File: config.mk
export PLATFORM = sky130hd
export DESIGN_NAME = regfile_write_arbiter
export DESIGN_NICKNAME = d
export VERILOG_FILES = /design/src/rtl/regfile_pkg.sv /design/src/rtl/regfile_write_arbiter.sv
export SDC_FILE = /design/constraint.sdc
export NUM_CORES = 1
export LEC_CHECK = 0
export ABC_CLOCK_PERIOD_IN_PS = 3200
export BUFFER_PORTS_ARGS = -buffer_cell sky130_fd_sc_hd__buf_2
export CAP_MARGIN = 20
export CELL_PAD_IN_SITES_DETAIL_PLACEMENT = 1
export CELL_PAD_IN_SITES_GLOBAL_PLACEMENT = 2
export CORE_ASPECT_RATIO = 0.9
export CORE_UTILIZATION = 38
export CTS_BUF_LIST = sky130_fd_sc_hd__clkbuf_8
export DETAILED_ROUTE_END_ITERATION = 10
export PLACE_DENSITY = 0.8
export SLEW_MARGIN = 40
export SYNTH_ARGS = -nofsm -noshare
export SYNTH_HDL_FRONTEND = slang
export SYNTH_SLANG_ARGS = --single-unit
File: constraint.sdc
create_clock -name clk -period 3.2 [get_ports clk]
set_clock_uncertainty 0.05 [all_clocks]
set_input_delay 0.32 -clock clk [delete_from_list [all_inputs] [get_ports clk]]
set_output_delay 0.32 -clock clk [all_outputs]
set_load 0.005 [all_outputs]
File: src/rtl/regfile_pkg.sv
// Shared types and default widths for the register-file write arbiter.
package regfile_pkg;

  localparam int unsigned REG_ADDR_W = 5;
  localparam int unsigned REG_DATA_W = 32;
  localparam int unsigned WBQ_DEPTH  = 4;

  typedef struct packed {
    logic                  live;
    logic [REG_ADDR_W-1:0] rd;
    logic [REG_DATA_W-1:0] data;
  } wbq_entry_t;

endpackage

File: src/rtl/regfile_write_arbiter.sv
// Merges the writeback stage and a queued long-latency producer onto the single rf write port.
// Optional same-cycle bypass of an empty queue: define REGFILE_WB_BYPASS_EN.
module regfile_write_arbiter
  import regfile_pkg::*;
#(
  parameter int unsigned N     = REG_ADDR_W,
  parameter int unsigned M     = REG_DATA_W,
  parameter int unsigned DEPTH = WBQ_DEPTH
) (
  input  logic                         clk,
  input  logic                         reset,
  input  logic                         wb_we,
  input  logic [N-1:0]                 wb_rd,
  input  logic [M-1:0]                 wb_data,
  input  logic                         ll_valid,
  input  logic [N-1:0]                 ll_rd,
  input  logic [M-1:0]                 ll_data,
  output logic                         ll_ready,
  output logic                         rf_we,
  output logic [N-1:0]                 rf_a3,
  output logic [M-1:0]                 rf_wd3,
  input  logic [N-1:0]                 q1,
  input  logic [N-1:0]                 q2,
  output logic                         pend1,
  output logic                         pend2,
  output logic [$clog2(DEPTH+1)-1:0]   count
);

  localparam int unsigned PTR_W = $clog2(DEPTH);
  localparam int unsigned CNT_W = $clog2(DEPTH+1);

  wbq_entry_t       q [DEPTH];
  logic [PTR_W-1:0] head;
  logic [PTR_W-1:0] tail;

  wbq_entry_t head_e;
  logic       wb_act;
  logic       head_live;
  logic       head_dead;
  logic       accept;
  logic       bypass;
  logic       pop;
  logic       push;

  // Arbitration: pipeline first, then (optional) bypass, then live queue head.
  always_comb begin
    wb_act    = wb_we && (wb_rd != '0);
    head_e    = q[head];
    head_live = (count != '0) && head_e.live;
    head_dead = (count != '0) && !head_e.live;
    ll_ready  = (count != CNT_W'(DEPTH));
    accept    = ll_valid && ll_ready;
`ifdef REGFILE_WB_BYPASS_EN
    bypass    = (count == '0) && !wb_we && ll_valid && (ll_rd != '0);
`else
    bypass    = 1'b0;
`endif
    pop       = head_dead || (head_live && !wb_act);
    // A same-cycle pipeline write to the same rd supersedes the older result.
    push      = accept && (ll_rd != '0) && !(wb_act && (ll_rd == wb_rd)) && !bypass;

    rf_we  = 1'b0;
    rf_a3  = '0;
    rf_wd3 = '0;
    if (!reset) begin
      if (wb_act) begin
        rf_we  = 1'b1;
        rf_a3  = wb_rd;
        rf_wd3 = wb_data;
      end else if (bypass) begin
        rf_we  = 1'b1;
        rf_a3  = ll_rd;
        rf_wd3 = ll_data;
      end else if (head_live) begin
        rf_we  = 1'b1;
        rf_a3  = N'(head_e.rd);
        rf_wd3 = M'(head_e.data);
      end
    end
  end

  // Pending lookup; popped and killed entries have live cleared, so live alone marks validity.
  always_comb begin
    pend1 = 1'b0;
    pend2 = 1'b0;
    for (int i = 0; i < int'(DEPTH); i++) begin
      if (q[i].live && (q1 != '0) && (N'(q[i].rd) == q1)) pend1 = 1'b1;
      if (q[i].live && (q2 != '0) && (N'(q[i].rd) == q2)) pend2 = 1'b1;
    end
  end

  always_ff @(posedge clk) begin
    if (reset) begin
      head  <= '0;
      tail  <= '0;
      count <= '0;
      for (int i = 0; i < int'(DEPTH); i++) q[i].live <= 1'b0;
    end else begin
      for (int i = 0; i < int'(DEPTH); i++) begin
        if (wb_act && (N'(q[i].rd) == wb_rd)) q[i].live <= 1'b0;
      end
      if (pop) begin
        q[head].live <= 1'b0;
        head         <= head + PTR_W'(1);
      end
      if (push) begin
        q[tail] <= '{live: 1'b1, rd: REG_ADDR_W'(ll_rd), data: REG_DATA_W'(ll_data)};
        tail    <= tail + PTR_W'(1);
      end
      case ({push, pop})
        2'b10:   count <= count + CNT_W'(1);
        2'b01:   count <= count - CNT_W'(1);
        default: count <= count;
      endcase
    end
  end

endmodule

==> metrics <==
clk buf depth 2; Inserted Clock Buffers 17; Overflow after GRT 0; Int Pwr 3.79 mW; CTS tree done; HPWL Detailed 12.3 mm; clock sinks 161; top_reg_cell synth edfxtp_1; Critical-path top delay cell dfxtp_1; capture point of the worst reg-to-reg path count[2]$_SDFFE_PP0P_; WS Path Type reg2out; crit path to rf_a3[3]; fmax 366 MHz; Seq/Total Area, Yosys 64.4%; vias in the first global route 4759; min Tclk post-route 2.73 ns; net count after synthesis 529; final-report max-slew violation count 0; Min-Delay Path Depth 1; final period utilization 85.4%; effective utilization at floorplan 39.3%; root buf cell clkbuf_8; GRT Overall Usage 19.0%; fin area 8670 um^2; Final ANT Viol Nets 0; Startpoint Class flop; Sw Share 29.8%; power after layout 5.40 mW; cells on worst reg2reg path 9; CP required 2.83 ns; crit path DAT 2.36 ns; Slew @ Worst Pin 0.570 ns; top cells by area, synth edfxtp_1 (61%), mux4_2 (12%), xor2_1 (5.0%); floorplan row count 47; Resized Gates After CTS 0; port bufs 131; Max FO, Critical Path 24; fillers 1888; static leakage 3.09 nW; mapped cell area 7310 um^2; first-pass GRT wire length 27.2 mm; Die Y 134 um; R2R Path Start count[0]$_SDFFE_PP0P_; Max VDD drop 0.303 mV; Final Setup Violations 0; Cell variety after synth 40; DP Area 8260 um^2; share of layout cells above drive strength 1 39.2%; Post-synth EDFFs 148; first-pass iteration count of the detailed router 4; DP Cell Count 787; crit path from q[1][37]$_SDFFE_PP1P_; Die Area 19800 um^2; # nets final 661; die width 148 um; Seq pwr share 47.5%; vias per cell 5.28; Vias 4338; synthesis-to-finish area growth 18.7%; clk_lat worst skew 0.45 ns; H-tree Lvls 4; Combinational Power Share 27.0%; GP Congestion 0.857; RSZ-0062 raised after global routing no; pin count of the biggest net entering global routing 38; Final Util 46.7%; top post-synthesis cells by count edfxtp_1 (148), xor2_1 (42), mux4_2 (38); Seq cells post-synth 161; final hold vios 0; CP Capture Type output port; HP Class in2reg; Switch Pwr 1.61 mW; Clock power frac 25.5%; YS warnings 0; Ports 132; syn avg cell area 17.0 um^2; relative slew slack 62.0%; Synth area leader edfxtp_1; R2R Setup Slk 0.47 ns; drt total wl 17.8 mm; Power Density 622 nW/um^2; Post-synth ARST share 0%; proportion of netlist area held by the largest area contributor 60.8%; max incr delay on CP 0.47 ns; outcome finished, final reports clean; max-capacitance violation count 0; drt drc 0; initial antenna violation count 4; first-iteration detailed-routing DRC count 279; clock transition at the registers of the reported paths 0.09 ns; setup tns final 0 ns; final instance count without filler cells 821; Mapped Cells 431; area of the core 18600 um^2; Wirelength per Cell 21.7 um; worst path cell trace mux4_2, nand2b_1, nor3_4, buf_4, a22o_1, buf_2; count leader, synth edfxtp_1; ant diodes 0
-- per-layer routing --
| metal | vias to the layer above | GRT usage (%) | wire length, um |
|---|---|---|---|
| met1 | 2216 | 23.9 | 7690 |
| met2 | 122 | 31.6 | 8860 |
| met3 | 30 | 4.93 | 873 |
| li1 | 1962 | - | - |
| met5 | - | 0 | 46 |
| met4 | 8 | 6.82 | 350 |
-- power groups by stage --
stage / Clock [mW] / Combinational [mW] / Sequential (mW)
floorplan: 0 / 1.04 / 2.57
global placement: 0 / 1.44 / 2.59
detailed placement: 0 / 1.47 / 2.61
CTS: 1.42 / 1.49 / 2.56
global route: 1.50 / 1.59 / 2.58
finish: 1.38 / 1.45 / 2.56
-- worst max-delay path: cells and delay by family (launching register included) --
kind | cells | cell delay (ns)
mux | 1 | 0.34
buf+inv | 2 | 0.50
compound gates | 1 | 0.24
simple gates | 2 | 0.36
flops | 1 | 0.47
-- metrics by stage --
stage,hold slack (ns),setup WS [ns]
detailed placement,0.478,0.229
global placement,0.458,0.287
finish,0.0343,0.466
floorplan,0.369,0.179
global route,0.00463,0.301
CTS,0.0000737,0.280
-- timing repair --
action | CTS | global route
endpoints found under the hold margin | 0 | 2
hold buffers | 0 | 1
buffers inserted | 0 | 0
-- final cells by class --
cell class                      instances  area [um^2]  area share [%]
Sequential cell                       161         4710            54.3
Multi-Input combinational cell        228         2420            27.9
Timing Repair Buffer                  144          827            9.54
Tap cell                              245          307            3.53
Clock buffer                           17          234            2.70
Clock inverter                         15          136            1.57
Inverter                               11         41.3           0.476
-- worst min path at each step --
stage / startpoint / endpoint / slack [ns]
finish: ll_data[31] / q[0][31]$_DFFE_PP_ / 0.03
global route: ll_data[31] / q[0][31]$_DFFE_PP_ / 0.005
CTS: ll_data[1] / q[1][1]$_DFFE_PP_ / 0.00007
detailed placement: count[2]$_SDFFE_PP0P_ / count[2]$_SDFFE_PP0P_ / 0.48
global placement: count[2]$_SDFFE_PP0P_ / count[2]$_SDFFE_PP0P_ / 0.46
floorplan: ll_data[0] / q[0][0]$_DFFE_PP_ / 0.37
-- logic make-up after synthesis --
family	after synthesis	synth area share [%]
AO/OA/AOI/OAI	57	6.68
XOR/XNOR	69	8.27
adder cells (fa/ha/maj)	10	1.82
buffers and inverters	42	2.65
flip-flops	161	64.4
multiplexers	40	12.0
AND/OR/NAND/NOR	52	4.21
-- cells in the final DEF (no fill, tap or decap), types with 3 or more instances in the layout --
cell	n
nor2_1	9
mux4_2	38
inv_1	12
buf_12	4
nand3_1	13
edfxtp_1	148
xnor2_1	27
buf_2	131
clkinv_4	3
clkbuf_8	17
a21oi_1	3
a2111oi_0	4
clkinvlp_4	5
dfxtp_1	11
a22o_1	37
a21o_1	4
buf_4	6
xor2_1	42
and2_2	4
ha_1	9
nor4_1	12
or4_1	3
-- state kept, by name, indices dropped and copies added, names as in the netlist, named ones only --
name   flops
count      3
q        152
tail       2
head       2
Note: power is estimated with default switching activity, not from simulation.
